<file path="config.mk">
export PLATFORM = sky130hd
export DESIGN_NAME = cpu_bus_master_flat
export DESIGN_NICKNAME = d
export VERILOG_FILES = /design/src/rtl/cart_bus_pkg.sv /design/src/rtl/cpu_bus_master_if.sv /design/src/rtl/m2_phase_gen.sv /design/src/rtl/cpu_bus_master.sv /design/src/flat_wrapper.sv
export SDC_FILE = /design/constraint.sdc
export NUM_CORES = 1
export LEC_CHECK = 0
export ABC_CLOCK_PERIOD_IN_PS = 2400
export BUFFER_PORTS_ARGS = -buffer_cell sky130_fd_sc_hd__buf_2
export CORE_MARGIN = 2
export CORE_UTILIZATION = 49
export DETAILED_ROUTE_END_ITERATION = 7
export PLACE_DENSITY = 0.79
export SYNTH_ARGS = -nofsm -noshare
export SYNTH_HDL_FRONTEND = slang
export SYNTH_SLANG_ARGS = --single-unit
</file>
<file path="constraint.sdc">
create_clock -name clk -period 2.4 [get_ports clk]
set_input_delay 0.6 -clock clk [delete_from_list [all_inputs] [get_ports clk]]
set_output_delay 0.6 -clock clk [all_outputs]
set_load 0.03 [all_outputs]
</file>
<file path="src/rtl/cart_bus_pkg.sv">
// Shared types and constants for the Famicom CPU-bus initiator.
// Holds the access-state enum, default M2 timing and bus widths.
package cart_bus_pkg;

  typedef enum logic [1:0] {
    IDLE     = 2'd0,
    ACC_LOW  = 2'd1,
    ACC_HIGH = 2'd2
  } acc_state_t;

  localparam int DEF_HALF_PERIOD   = 6;
  localparam int DEF_SAMPLE_OFFSET = 5;

  localparam int CPU_ADDR_W = 15;
  localparam int DATA_W     = 8;

endpackage

</file>
<file path="src/rtl/cpu_bus_master_if.sv">
// Host request/response port plus cartridge-side CPU bus for cpu_bus_master.
// Handshake: a request is taken on a clk where req_valid && req_ready; req_ready is
// only offered on the last M2-high clk, and the request must hold stable until taken.
interface cpu_bus_master_if;
  import cart_bus_pkg::*;

  logic                  req_valid;
  logic                  req_ready;
  logic [15:0]           req_addr;
  logic                  req_rw;
  logic [DATA_W-1:0]     req_wdata;
  logic                  resp_valid;
  logic [DATA_W-1:0]     resp_rdata;

  logic                  m2;
  logic                  romsel;
  logic                  cpu_rw;
  logic [CPU_ADDR_W-1:0] cpu_addr;
  logic [DATA_W-1:0]     cpu_data_out;
  logic                  cpu_data_oe;
  logic [DATA_W-1:0]     cpu_data_in;
  logic                  irq_n;
  logic                  irq_active;
  logic [31:0]           m2_cycles;

  modport master (
    input  req_valid, req_addr, req_rw, req_wdata, cpu_data_in, irq_n,
    output req_ready, resp_valid, resp_rdata, m2, romsel, cpu_rw, cpu_addr,
           cpu_data_out, cpu_data_oe, irq_active, m2_cycles
  );

  modport slave (
    output req_valid, req_addr, req_rw, req_wdata, cpu_data_in, irq_n,
    input  req_ready, resp_valid, resp_rdata, m2, romsel, cpu_rw, cpu_addr,
           cpu_data_out, cpu_data_oe, irq_active, m2_cycles
  );

endinterface

</file>
<file path="src/rtl/m2_phase_gen.sv">
// Free-running M2 generator: phase counter, M2 level, end-of-phase strobes
// and a count of M2 rising edges.
module m2_phase_gen
  import cart_bus_pkg::*;
#(
  parameter int HALF_PERIOD = DEF_HALF_PERIOD,
  parameter int PH_W        = $clog2(HALF_PERIOD)
) (
  input  logic            clk,
  input  logic            reset,
  output logic            m2,
  output logic [PH_W-1:0] phase,
  output logic            last_low,
  output logic            last_high,
  output logic [31:0]     m2_cycles
);

  localparam logic [PH_W-1:0] PH_LAST = PH_W'(HALF_PERIOD - 1);

  always_ff @(posedge clk or posedge reset) begin
    if (reset) begin
      phase     <= '0;
      m2        <= 1'b0;
      m2_cycles <= '0;
    end else if (phase == PH_LAST) begin
      phase <= '0;
      m2    <= ~m2;
      if (!m2) m2_cycles <= m2_cycles + 32'd1;
    end else begin
      phase <= phase + 1'b1;
    end
  end

  assign last_low  = ~m2 & (phase == PH_LAST);
  assign last_high =  m2 & (phase == PH_LAST);

endmodule

</file>
<file path="src/rtl/cpu_bus_master.sv">
// Famicom CPU-bus initiator: turns host requests into 6502-style read/write
// cycles locked to a free-running M2, and returns the synchronised cart irq.
module cpu_bus_master
  import cart_bus_pkg::*;
#(
  parameter int HALF_PERIOD   = DEF_HALF_PERIOD,
  parameter int SAMPLE_OFFSET = DEF_SAMPLE_OFFSET
) (
  input  logic       clk,
  input  logic       reset,
  cpu_bus_master_if.master bus,
  output acc_state_t state_dbg
);

  localparam int PH_W = (HALF_PERIOD < 2) ? 1 : $clog2(HALF_PERIOD);
  localparam logic [PH_W-1:0] SAMPLE_PH = PH_W'(SAMPLE_OFFSET);

  generate
    if (HALF_PERIOD < 2) begin : g_bad_half_period
      $error("cpu_bus_master: HALF_PERIOD must be 2 or more");
    end
    if (SAMPLE_OFFSET < 0 || SAMPLE_OFFSET >= HALF_PERIOD) begin : g_bad_sample_offset
      $error("cpu_bus_master: SAMPLE_OFFSET must lie in 0..HALF_PERIOD-1");
    end
  endgenerate

  logic            m2;
  logic [PH_W-1:0] phase;
  logic            last_low;
  logic            last_high;
  logic [31:0]     m2_cycles;

  m2_phase_gen #(
    .HALF_PERIOD (HALF_PERIOD),
    .PH_W        (PH_W)
  ) u_phase (
    .clk       (clk),
    .reset     (reset),
    .m2        (m2),
    .phase     (phase),
    .last_low  (last_low),
    .last_high (last_high),
    .m2_cycles (m2_cycles)
  );

  acc_state_t        state_q, state_d;
  logic [15:0]       addr_q;
  logic              rw_q;
  logic [DATA_W-1:0] wdata_q;
  logic [DATA_W-1:0] rdata_q;
  logic              req_ready_c;
  logic              resp_valid_c;
  logic              romsel_c;
  logic              cpu_rw_c;
  logic              oe_c;
  logic              sample_now;
  logic              irq_s1, irq_s2;

  always_ff @(posedge clk or posedge reset) begin
    if (reset) begin
      state_q <= IDLE;
      addr_q  <= '0;
      rw_q    <= 1'b1;
      wdata_q <= '0;
      rdata_q <= '0;
    end else begin
      state_q <= state_d;
      if (req_ready_c && bus.req_valid) begin
        addr_q  <= bus.req_addr;
        rw_q    <= bus.req_rw;
        wdata_q <= bus.req_wdata;
      end
      if (sample_now) rdata_q <= bus.cpu_data_in;
    end
  end

  assign sample_now = (state_q == ACC_HIGH) && m2 && rw_q && (phase == SAMPLE_PH);

  always_comb begin
    state_d      = state_q;
    req_ready_c  = 1'b0;
    resp_valid_c = 1'b0;
    romsel_c     = 1'b1;
    cpu_rw_c     = 1'b1;
    oe_c         = 1'b0;
    case (state_q)
      IDLE: begin
        if (last_high) begin
          req_ready_c = 1'b1;
          if (bus.req_valid) state_d = ACC_LOW;
        end
      end
      ACC_LOW: begin
        cpu_rw_c = rw_q;
        if (last_low) state_d = ACC_HIGH;
      end
      ACC_HIGH: begin
        cpu_rw_c = rw_q;
        romsel_c = ~addr_q[15];
        oe_c     = ~rw_q;
        // The response clk doubles as the next acceptance slot, so accesses chain without a gap.
        if (last_high) begin
          resp_valid_c = 1'b1;
          req_ready_c  = 1'b1;
          state_d      = bus.req_valid ? ACC_LOW : IDLE;
        end
      end
      default: state_d = IDLE;
    endcase
  end

  always_ff @(posedge clk or posedge reset) begin
    if (reset) begin
      irq_s1 <= 1'b1;
      irq_s2 <= 1'b1;
    end else begin
      irq_s1 <= bus.irq_n;
      irq_s2 <= irq_s1;
    end
  end

  // When the sample point is the response clk itself, the register has not loaded yet,
  // so the live bus value is forwarded instead.
  assign bus.resp_rdata   = (resp_valid_c && rw_q) ?
                            (sample_now ? bus.cpu_data_in : rdata_q) : '0;
  assign bus.req_ready    = req_ready_c;
  assign bus.resp_valid   = resp_valid_c;
  assign bus.m2           = m2;
  assign bus.romsel       = romsel_c;
  assign bus.cpu_rw       = cpu_rw_c;
  assign bus.cpu_addr     = addr_q[CPU_ADDR_W-1:0];
  assign bus.cpu_data_out = wdata_q;
  assign bus.cpu_data_oe  = oe_c;
  assign bus.irq_active   = ~irq_s2;
  assign bus.m2_cycles    = m2_cycles;
  assign state_dbg        = state_q;

endmodule

</file>
<file path="src/flat_wrapper.sv">
// flat-port wrapper written by rule: the top's interface ports become plain ports
module cpu_bus_master_flat import cart_bus_pkg::*;
#(
  parameter int HALF_PERIOD   = DEF_HALF_PERIOD,
  parameter int SAMPLE_OFFSET = DEF_SAMPLE_OFFSET
)
  (clk, reset, state_dbg, bus_req_valid, bus_req_addr, bus_req_rw, bus_req_wdata, bus_cpu_data_in, bus_irq_n, bus_req_ready, bus_resp_valid, bus_resp_rdata, bus_m2, bus_romsel, bus_cpu_rw, bus_cpu_addr, bus_cpu_data_out, bus_cpu_data_oe, bus_irq_active, bus_m2_cycles);
  cpu_bus_master_if bus_i ();
  input  logic clk;
  input  logic reset;
  output acc_state_t state_dbg;
  input wire logic [$bits(bus_i.req_valid)-1:0] bus_req_valid;
  input wire logic [$bits(bus_i.req_addr)-1:0] bus_req_addr;
  input wire logic [$bits(bus_i.req_rw)-1:0] bus_req_rw;
  input wire logic [$bits(bus_i.req_wdata)-1:0] bus_req_wdata;
  input wire logic [$bits(bus_i.cpu_data_in)-1:0] bus_cpu_data_in;
  input wire logic [$bits(bus_i.irq_n)-1:0] bus_irq_n;
  output wire logic [$bits(bus_i.req_ready)-1:0] bus_req_ready;
  output wire logic [$bits(bus_i.resp_valid)-1:0] bus_resp_valid;
  output wire logic [$bits(bus_i.resp_rdata)-1:0] bus_resp_rdata;
  output wire logic [$bits(bus_i.m2)-1:0] bus_m2;
  output wire logic [$bits(bus_i.romsel)-1:0] bus_romsel;
  output wire logic [$bits(bus_i.cpu_rw)-1:0] bus_cpu_rw;
  output wire logic [$bits(bus_i.cpu_addr)-1:0] bus_cpu_addr;
  output wire logic [$bits(bus_i.cpu_data_out)-1:0] bus_cpu_data_out;
  output wire logic [$bits(bus_i.cpu_data_oe)-1:0] bus_cpu_data_oe;
  output wire logic [$bits(bus_i.irq_active)-1:0] bus_irq_active;
  output wire logic [$bits(bus_i.m2_cycles)-1:0] bus_m2_cycles;
  assign bus_i.req_valid = bus_req_valid;
  assign bus_i.req_addr = bus_req_addr;
  assign bus_i.req_rw = bus_req_rw;
  assign bus_i.req_wdata = bus_req_wdata;
  assign bus_i.cpu_data_in = bus_cpu_data_in;
  assign bus_i.irq_n = bus_irq_n;
  assign bus_req_ready = bus_i.req_ready;
  assign bus_resp_valid = bus_i.resp_valid;
  assign bus_resp_rdata = bus_i.resp_rdata;
  assign bus_m2 = bus_i.m2;
  assign bus_romsel = bus_i.romsel;
  assign bus_cpu_rw = bus_i.cpu_rw;
  assign bus_cpu_addr = bus_i.cpu_addr;
  assign bus_cpu_data_out = bus_i.cpu_data_out;
  assign bus_cpu_data_oe = bus_i.cpu_data_oe;
  assign bus_irq_active = bus_i.irq_active;
  assign bus_m2_cycles = bus_i.m2_cycles;
  cpu_bus_master #(.HALF_PERIOD(HALF_PERIOD), .SAMPLE_OFFSET(SAMPLE_OFFSET)) u_core (.clk(clk), .reset(reset), .bus(bus_i), .state_dbg(state_dbg));
endmodule
</file>
Word level (Yosys, flattened, before mapping)
Index checks and enable logic that the tools add are counted.
{ "totals": {"ff_bits": 73, "latch_bits": 0, "mem_bits_rw": 0, "mem_bits_ro": 0, "output_inout_bits": 72, "mem_count": 0} }
{ "classes": {"n_addsub": 2, "n_mul": 0, "div_mod_pow": 0, "order_cmp": 0, "n_eq_ne": 7, "shifts": 0, "muxes": 15, "bitwise": 6, "n_reduce_logical": 10} }
{ "op_table": {"columns": ["operator", "n"], "rows": [
  ["$add A32 B1 Y32 const B", 1],
  ["$mux W8", 2],
  ["$mux W2", 4],
  ["$mux W1", 7],
  ["$ne A2 B1 Y1 const B", 3],
  ["$pmux W2 S3", 1],
  ["$logic_and A1 B1 Y1", 5],
  ["$not A1 Y1", 4],
  ["$reduce_and A4 Y1", 1],
  ["$reduce_or A2 Y1", 2],
  ["$add A3 B1 Y3 const B", 1],
  ["$eq A3 B3 Y1 const B", 1],
  ["$mux W3", 1],
  ["$and A1 B1 Y1", 2],
  ["$eq A2 B1 Y1 const B", 1],
  ["$eq A2 B2 Y1 const B", 1],
  ["$logic_not A2 Y1", 1],
  ["$ne A2 B2 Y1 const B", 1],
  ["$reduce_and A2 Y1", 1]
]} }

Longest topological paths before layout
Gate-level depths: netlist of the first run.
{ "logic_depth": {"depth_word": 6, "mapped_depth": 7, "mapped_depth_nobuf": 6} }

Cells and area by module
Synthesis of the first run repeated with hierarchy kept, for this count alone.
{ "unflattened": {"cells_unflattened": 294, "hier_area_um2": 3469.6} }
{ "modules_own_cells": {"columns": ["mod", "instances", "cells_per_inst", "area_each_um2"], "rows": [
  ["cpu_bus_master", 1, 144, 1805.5],
  ["m2_phase_gen", 1, 150, 1664.1]
]} }

Least setup slack after synthesis of the first run
Ideal clock, no wire load.
{ "synth_path": {"path_type": "register to register", "start": "reg u_core.state_q[0] (netlist: u_core.state_dbg[0])", "end": "reg u_core.addr_q[0]", "t_arrival_ps": 2143, "t_required_ps": 2275, "path_slack_ps": 132, "path_stages_with_launch": 8, "period_less_slack_ps": 2268, "cell_sequence": "dfrtp_1 -> inv_1 -> ha_1 -> nor2_1 -> nor2_1 -> nand2_1 -> buf_2 -> mux2_2"} }
{ "synth_via": {"elab_chain_cells": 4} }
{ "synth_rtl": {"columns": ["element", "line", "source"], "rows": [
  ["start: declaration", "cpu_bus_master.sv:46", "acc_state_t state_q, state_d;"],
  ["start signal: assignment", "cpu_bus_master.sv:67", "state_q <= state_d;"],
  ["$eq A2 B2 Y1 or $logic_not A2 Y1 (tied branches)", "cpu_bus_master.sv:86", "case (state_q)"],
  ["$reduce_or A2 Y1 (no line) (*)", null, null],
  ["$mux W1 (*)", null, null],
  ["net bus_req_ready", "flat_wrapper.sv:18", "output wire logic [$bits(bus_i.req_ready)-1:0] bus_req_ready;"],
  ["$logic_and A1 B1 Y1 (*)", "cpu_bus_master.sv:68", "if (req_ready_c && bus.req_valid) begin"],
  ["end signal: assignment", "cpu_bus_master.sv:69", "addr_q <= bus.req_addr;"],
  ["end: declaration", "cpu_bus_master.sv:47", "logic [15:0] addr_q;"]
]} }
Mark *: on every way through the listed nets, which the timed path passes. The rest lies on a longest branch.
A chain may end at the register's enable or synchronous reset.

Final worst setup path of the first run
{ "layout_path": {"start": "reg u_core.u_phase.phase[1]", "end": "out bus_resp_rdata[5]"} }
{ "layout_via": {"elab_chain_cells": 6} }
{ "layout_rtl": {"columns": ["element", "line", "source"], "rows": [
  ["start: declaration", "m2_phase_gen.sv:12", "output logic [PH_W-1:0] phase,"],
  ["start signal: assignment", "m2_phase_gen.sv:30", "phase <= phase + 1'b1;"],
  ["$eq A3 B3 Y1 (*)", "m2_phase_gen.sv:35, cpu_bus_master.sv:77", null],
  ["$and A1 B1 Y1", "m2_phase_gen.sv:35", "assign last_high = m2 & (phase == PH_LAST);"],
  ["$mux W1", "cpu_bus_master.sv:102", "if (last_high) begin"],
  ["$mux W1", "cpu_bus_master.sv:86", null],
  ["$logic_and A1 B1 Y1", "cpu_bus_master.sv:124", "assign bus.resp_rdata = (resp_valid_c && rw_q) ?"],
  ["$mux W8 (*)", "cpu_bus_master.sv:124", null],
  ["end: declaration", "flat_wrapper.sv:20", "output wire logic [$bits(bus_i.resp_rdata)-1:0] bus_resp_rdata;"]
]} }
Mark *: on every way between the ends. The rest lies on a longest branch, timed or not.

==> flow_summary.yaml, run 1 <==
outcome:
  status: "complete, no violations"
logic_synthesis:
  synth.distinct_cells: 36
  synthFlopType: "dfrtp_1"
  yosysTopAreaCellShare_pct: 50.65
  yosys_warnings: 0
  avgSynthCellArea_um2: 11.69
  synth.cell_area_um2: 3063
  yosysTopAreaCell: "dfrtp_1"
  yosysMostFrequentCell: "dfrtp_1"
  synth-edff-count: 0
  synthCells: 262
  synth_nets: 304
  synthTopCellsByArea: "dfrtp_1, mux2_2, xnor2_1"
  synthTopCellsByCount: "dfrtp_1, mux2_2, xnor2_1"
  synth-seq-cells: 65
  synthArstFlopShare_pct: 100.0
  yosysSeqAreaShare_pct: 53.23
global_route:
  met2_usage_pct: 30.94
  grt_first_pass_wirelength_um: 10640
  grt_use_met1_pct: 24.77
  grt_pass1_vias: 2294
  grt.overflow.total: 0
  grt_max_degree: 66
  busiest_layer: "met2"
  antenna_found_initial: 0
  use_met3_pct: 3.678
  grtUsageTotal_pct: 18.96
timing:
  max_freq_mhz: 440.5
  relSlewSlack_pct: 53.42
  period_share_pct: 94.58
  rsz0062_at_grt: "false"
  worst_pin_slew_ps: 696.1
  fin_setup_tns_ps: 0
  fin_skew_ps: 9.269
  setup_viol: 0
  finalMaxSlewViolations: 0
  hold_violations: 0
  min_period_ps: 2270
drt:
  firstDrtPassIters: 4
  drc: 0
  drt_iter0_markers: 121
  wl_per_cell_um: 13.82
  viasPerCell: 5.118
  vias: 2262
  final_antenna_net_count: 0
  drt-total-wl_um: 6107
placement:
  gp_congestion: 0.8103
  dp.cells: 426
  dp_hpwl_um: 4471
  port_buffers: 108
worst_setup_path:
  reg2reg_depth: 7
  r2r_slack_ps: 600
  worstPathArrival_ps: 1670
  worst_setup_path_start_kind: "flop"
  reg2reg_to: "u_core.addr_q[11]"
  critPathCaptureType: "primary output"
  path_class: "flop to primary output"
  required_ps: 1800
  crit_path_end: "bus_resp_rdata[5]"
  worst-path-max-fanout: 8
  crit_start: "u_core.u_phase.phase[1]"
  worstReg2RegStart: "u_core.state_dbg[1]"
clocking:
  post_cts_buffers: 0
  path_clk_slew_ps: 80
  insertion_delay_ps: 330
  htree_levels: 3
  cts_buffers: 9
  clkSinkCount: 65
  tritoncts: "done"
  cts_buffer_depth: 2
  holdBufCountCts: 0
  post_cts_resized: 0
  cts_root_buf: "clkbuf_8"
floorplan:
  rows: 28
  die-area_um2: 6899
  initial_core_util_pct: 51.13
  fp.dieW_um: 83.06
  core_um2: 5991
  ios: 109
  die_h_um: 83.06
cells_and_area:
  syn_to_final_growth_pct: 23.82
  drive_gt1_share_pct: 46.05
  fillerInstances: 489
  seq_area_um2: 1632
  multi_input_area_um2: 1252
  insertedDiodeCount: 0
  nets: 404
  final_cells: 442
  final_core_util_pct: 63.30
worst_hold_path:
  hold_path_class: "input pin to async pin"
power:
  p_leak_nw: 1.968
  power_density_nw_per_um2: 925.2
  ir_drop_v: 0.0005679
run:
  cap_viol_max_count: 0
[worst min path at each step]
stage / from / to / slack [ps] / depth (start not counted)
after floorplan: u_core.irq_s1 / u_core.irq_s2 / 350 / 0
after global placement: u_core.irq_s1 / u_core.irq_s2 / 350 / 0
after detailed placement: u_core.irq_s1 / u_core.irq_s2 / 350 / 0
after CTS: reset / u_core.addr_q[9] / 330 / 3
after global routing: bus_irq_n / u_core.irq_s1 / 340 / 1
final: reset / u_core.u_phase.m2_cycles[28] / 330 / 3
[per-stage QoR]
step / cell area, um2 / power [mW] / hold slack, ps / worst slack (ps)
finish: 3792 / 3.509 / 326.3 / 130.1
global route: 3792 / 3.705 / 340.1 / 18.58
CTS: 3784 / 3.556 / 330.6 / 9.140
detailed placement: 3582 / 2.617 / 347.2 / 387.5
global placement: 3582 / 2.575 / 345.3 / 444.8
floorplan: 3063 / 2.443 / 345.2 / 132.3
[cell families (layout without fill, tap and decap cells)]
group / count (synthesis) / after routing / share of synthesized area (%)
buffers and inverters: 31 / 136 / 6.127
AND/OR/NAND/NOR: 97 / 97 / 18.51
XOR/XNOR: 31 / 31 / 8.864
AO/OA/AOI/OAI: 5 / 5 / 0.9804
multiplexers: 28 / 28 / 10.25
flip-flops: 65 / 65 / 53.23
adder cells (fa/ha/maj): 5 / 5 / 2.042
[routing by layer]
| layer | part of all wire, % | up-vias |
|---|---|---|
| met5 | 0 | - |
| li1 | - | 1086 |
| met2 | 48 | 89 |
| met3 | 5.7 | 9 |
| met1 | 45 | 1078 |
| met4 | 1.5 | 0 |
[state kept, by name, indices dropped and copies added, names as in the netlist]
signal and cells:
u_core.state_dbg 2, u_core.irq_s2 1, u_core.u_phase.phase 3, u_core.rw_q 1, u_core.irq_s1 1, u_core.bus.cpu_data_out 8, u_core.addr_q 16, u_core.u_phase.m2_cycles 32
u_core.u_phase.m2 1
[power breakdown]
group	total (mW)	internal [mW]	switching [mW]
logic	1.14	0.403	0.739
clock network	0.932	0.488	0.443
registers	1.43	1.33	0.107
[placed cells by master (no fill, tap or decap), types with 4 or more instances in the layout]
| cell type | instances |
|---|---|
| and2_1 | 11 |
| buf_2 | 108 |
| clkbuf_8 | 9 |
| nor3_1 | 5 |
| ha_1 | 4 |
| inv_1 | 7 |
| nor2_1 | 12 |
| xor2_1 | 9 |
| xnor2_1 | 22 |
| nand3_1 | 11 |
| nand2_1 | 14 |
| and3_1 | 7 |
| mux2_2 | 27 |
| nand4_1 | 20 |
| dfrtp_1 | 61 |
[area by class of cell]
| cell class | instances | share of cell area, % |
|---|---|---|
| flip-flops and latches | 65 | 43.02 |
| well taps | 75 | 2.474 |
| clock inverters | 7 | 2.046 |
| clock buffers | 9 | 3.266 |
| multi-input cells | 166 | 33.03 |
| repair buffers | 112 | 15.37 |
| inverters | 8 | 0.7918 |
[critical path: stages, from the launching register on]
cell and delay [ps]:
dfrtp_1 440, and4b_2 330, and3_4 230, and2_1 140, buf_2 190
Power figures use the tool's default switching activity.
==> inputs of run 2 (changes only) <==
Settings changed: ABC_AREA from default to 1, CORE_MARGIN 2 to default, CORE_UTILIZATION 49 to 50, PLACE_DENSITY 0.79 to 0.78, RECOVER_POWER from default to 50.
==> run 2 against run 1 <==
Global-route usage up 3.7 points. Setup slack got worse by 29 ps. Power fell by 3.9%. Hold slack better by 23 ps. Largest cell class unchanged. Critical path type unchanged. Largest power group unchanged. Utilization shrank 2.0 points. Cell area grew 9.3%. Critical path depth rose by 3. Non-clock buffer count stayed put. Highest routed layer unchanged.
==> flow_summary.yaml, run 2 <==
outcome:
  status: "complete, no violations"
clocking:
  htree_levels: 3
  clkSinkCount: 65
  tritoncts: "done"
  cts_buffers: 9
  insertion_delay_ps: 330
  cts_root_buf: "clkbuf_8"
  cts_buffer_depth: 2
  path_clk_slew_ps: 70
logic_synthesis:
  yosys_warnings: 0
  synthFlopType: "dfrtp_1"
  synth.distinct_cells: 23
  yosysTopAreaCellShare_pct: 44.59
  synth_xor_area_share_pct: 3.524
  synthArstFlopShare_pct: 100.0
  synth-adder-area-share_pct: 1.798
  synth-seq-cells: 65
  yosysSeqAreaShare_pct: 46.85
  synth-simple-area-share_pct: 34.66
  yosysMostFrequentCell: "nand2_1"
  synthCells: 449
  synthTopCellsByCount: "nand2_1, dfrtp_1, inv_1"
  synth_nets: 491
  yosysTopAreaCell: "dfrtp_1"
  synth_top_family_by_area: "simple AND/OR/NAND/NOR gates"
  muxShareOfSynthArea_pct: 0
  synth.cell_area_um2: 3480
  synth-edff-count: 0
  synthTopCellsByArea: "dfrtp_1, nand2_1, nand3_1"
  synth-compound-area-share_pct: 1.942
  avgSynthCellArea_um2: 7.750
drt:
  drc: 0
  firstDrtPassIters: 5
  drt-total-wl_um: 7869
  wl_per_cell_um: 12.41
  viasPerCell: 4.954
  vias: 3141
  drt_iter0_markers: 158
  final_antenna_net_count: 0
worst_setup_path:
  cpMostUsedCell: "inv_1"
  path_class: "flop to primary output"
  critPathBufInv: 3
  worst-path-max-fanout: 8
  worst_setup_path_start_kind: "flop"
  slowest_delay_ps: 430
  cp_cell_sequence: "inv_1 -> ha_2 -> inv_1 -> nor2_4 -> nand2_2 -> nor2_1 -> clkbuf_4"
  critPathCaptureType: "primary output"
  crit_family: "flip-flops"
  worstPathArrival_ps: 1700
  required_ps: 1800
  cpMaxStageDelayCell: "dfrtp_1"
floorplan:
  initial_core_util_pct: 51.50
  die-area_um2: 7297
  core_um2: 6756
  fp.dieW_um: 85.42
  rows: 30
  ios: 109
  die_h_um: 85.42
global_route:
  grt_max_degree: 49
  grt_first_pass_wirelength_um: 13100
  antenna_found_initial: 0
  grt.overflow.total: 0
  grt_pass1_vias: 2938
  grtUsageTotal_pct: 22.65
placement:
  port_buffers: 108
  pre_cts_ws_ps: 218.3
  gp_congestion: 0.8679
  dp_hpwl_um: 5710
power:
  power_density_nw_per_um2: 813.6
  power.total_mw: 3.372
  ir_drop_v: 0.0002788
  p_leak_nw: 2.256
timing:
  setup_ws_ps: 101.5
  period_share_pct: 95.77
  setup_viol: 0
  relSlewSlack_pct: 23.86
  min_period_ps: 2298
  worst_pin_slew_ps: 1142
  hold_violations: 0
  fin_skew_ps: 5.839
  finalMaxSlewViolations: 0
  max_freq_mhz: 435.1
cells_and_area:
  insertedDiodeCount: 0
  final_common_cell: "nand2_1"
  syn_to_final_growth_pct: 19.09
  top_register: "u_core.u_phase.m2_cycles"
  nets: 591
  fillerInstances: 621
  drive_gt1_share_pct: 22.56
  largest_reg_flops: 32
  final_cell_mix: "nand2_1, buf_2, dfrtp_1"
run:
  cap_viol_max_count: 0
worst_hold_path:
  hold_path_class: "input pin to async pin"
[run 2: final timing paths]
| path | startpoint | end | slack (ps) | cells past startpoint |
|---|---|---|---|---|
| worst max-delay path | u_core.state_dbg[0] | bus_resp_rdata[1] | 100 | 7 |
| worst min-delay path | reset | u_core.u_phase.m2_cycles[28] | 350 | 2 |
| worst max register to register | u_core.u_phase.phase[0] | u_core.u_phase.m2_cycles[11] | 510 | 6 |
| worst min register to register | u_core.irq_s1 | u_core.irq_s2 | 360 | 0 |
| max in group asynchronous | reset | u_core.u_phase.m2 | 500 | 3 |
| min in group clk | u_core.irq_s1 | u_core.irq_s2 | 360 | 0 |
[run 2: metrics by stage]
| step | instance area [um2] | std cells | setup TNS [ps] | hold slack (ps) | util (%) |
|---|---|---|---|---|---|
| 2_1_floorplan | 3480 | 449 | 0 | 345.2 | - |
| 3_3_place_gp | 3964 | 615 | 0 | 345.5 | 58.67 |
| 3_5_place_dp | 3964 | 615 | 0 | 346.8 | 58.67 |
| 4_1_cts | 4183 | 632 | 0 | 250.0 | 61.91 |
| 5_1_grt | 4144 | 634 | -17.79 | 339.0 | 61.33 |
| 6_report | 4144 | 634 | 0 | 349.7 | 61.33 |
[run 2: power breakdown]
| part | switching [mW] | internal, mW |
|---|---|---|
| Clock | 0.410 | 0.580 |
| Sequential | 0.123 | 1.32 |
| Combinational | 0.714 | 0.226 |
[run 2: logic make-up (layout without fill, tap and decap cells)]
kind of cell | count (synthesis) | count (layout)
adders and majority gates | 5 | 5
and+or+nand+nor | 274 | 275
DFF | 65 | 65
xor gates and xnor gates | 14 | 14
AOI/OAI and AO/OA | 12 | 12
buffers and inverters | 79 | 183
[run 2: repair_timing]
| action | 4_1_cts | 5_1_grt |
|---|---|---|
| setup endpoints to repair | 1 | 5 |
| hold buffers | 0 | 0 |
| gates cloned | 1 | 0 |
| pin swaps | 1 | 1 |
| setup buffers | 0 | 2 |
| resized for setup | 1 | 2 |
[run 2: routing by layer]
| layer | vias to the layer above | global-route usage, % | routed length, um |
|---|---|---|---|
| met5 | - | 0 | 0 |
| met4 | 0 | 10.61 | 108 |
| met3 | 9 | 3.891 | 467 |
| met2 | 122 | 35.56 | 3627 |
| met1 | 1445 | 30.72 | 3666 |
| li1 | 1565 | - | - |
[run 2: layout make-up]
cell class / instances / area, um2 / area share [%]
sequential: 65 / 1630 / 39.34
inverter: 55 / 206.4 / 4.982
timing repair buffer: 112 / 541.8 / 13.07
clock buffer: 10 / 127.6 / 3.080
tap: 80 / 100.1 / 2.415
multi-input combinational: 306 / 1455 / 35.11
clock inverter: 6 / 82.58 / 1.993
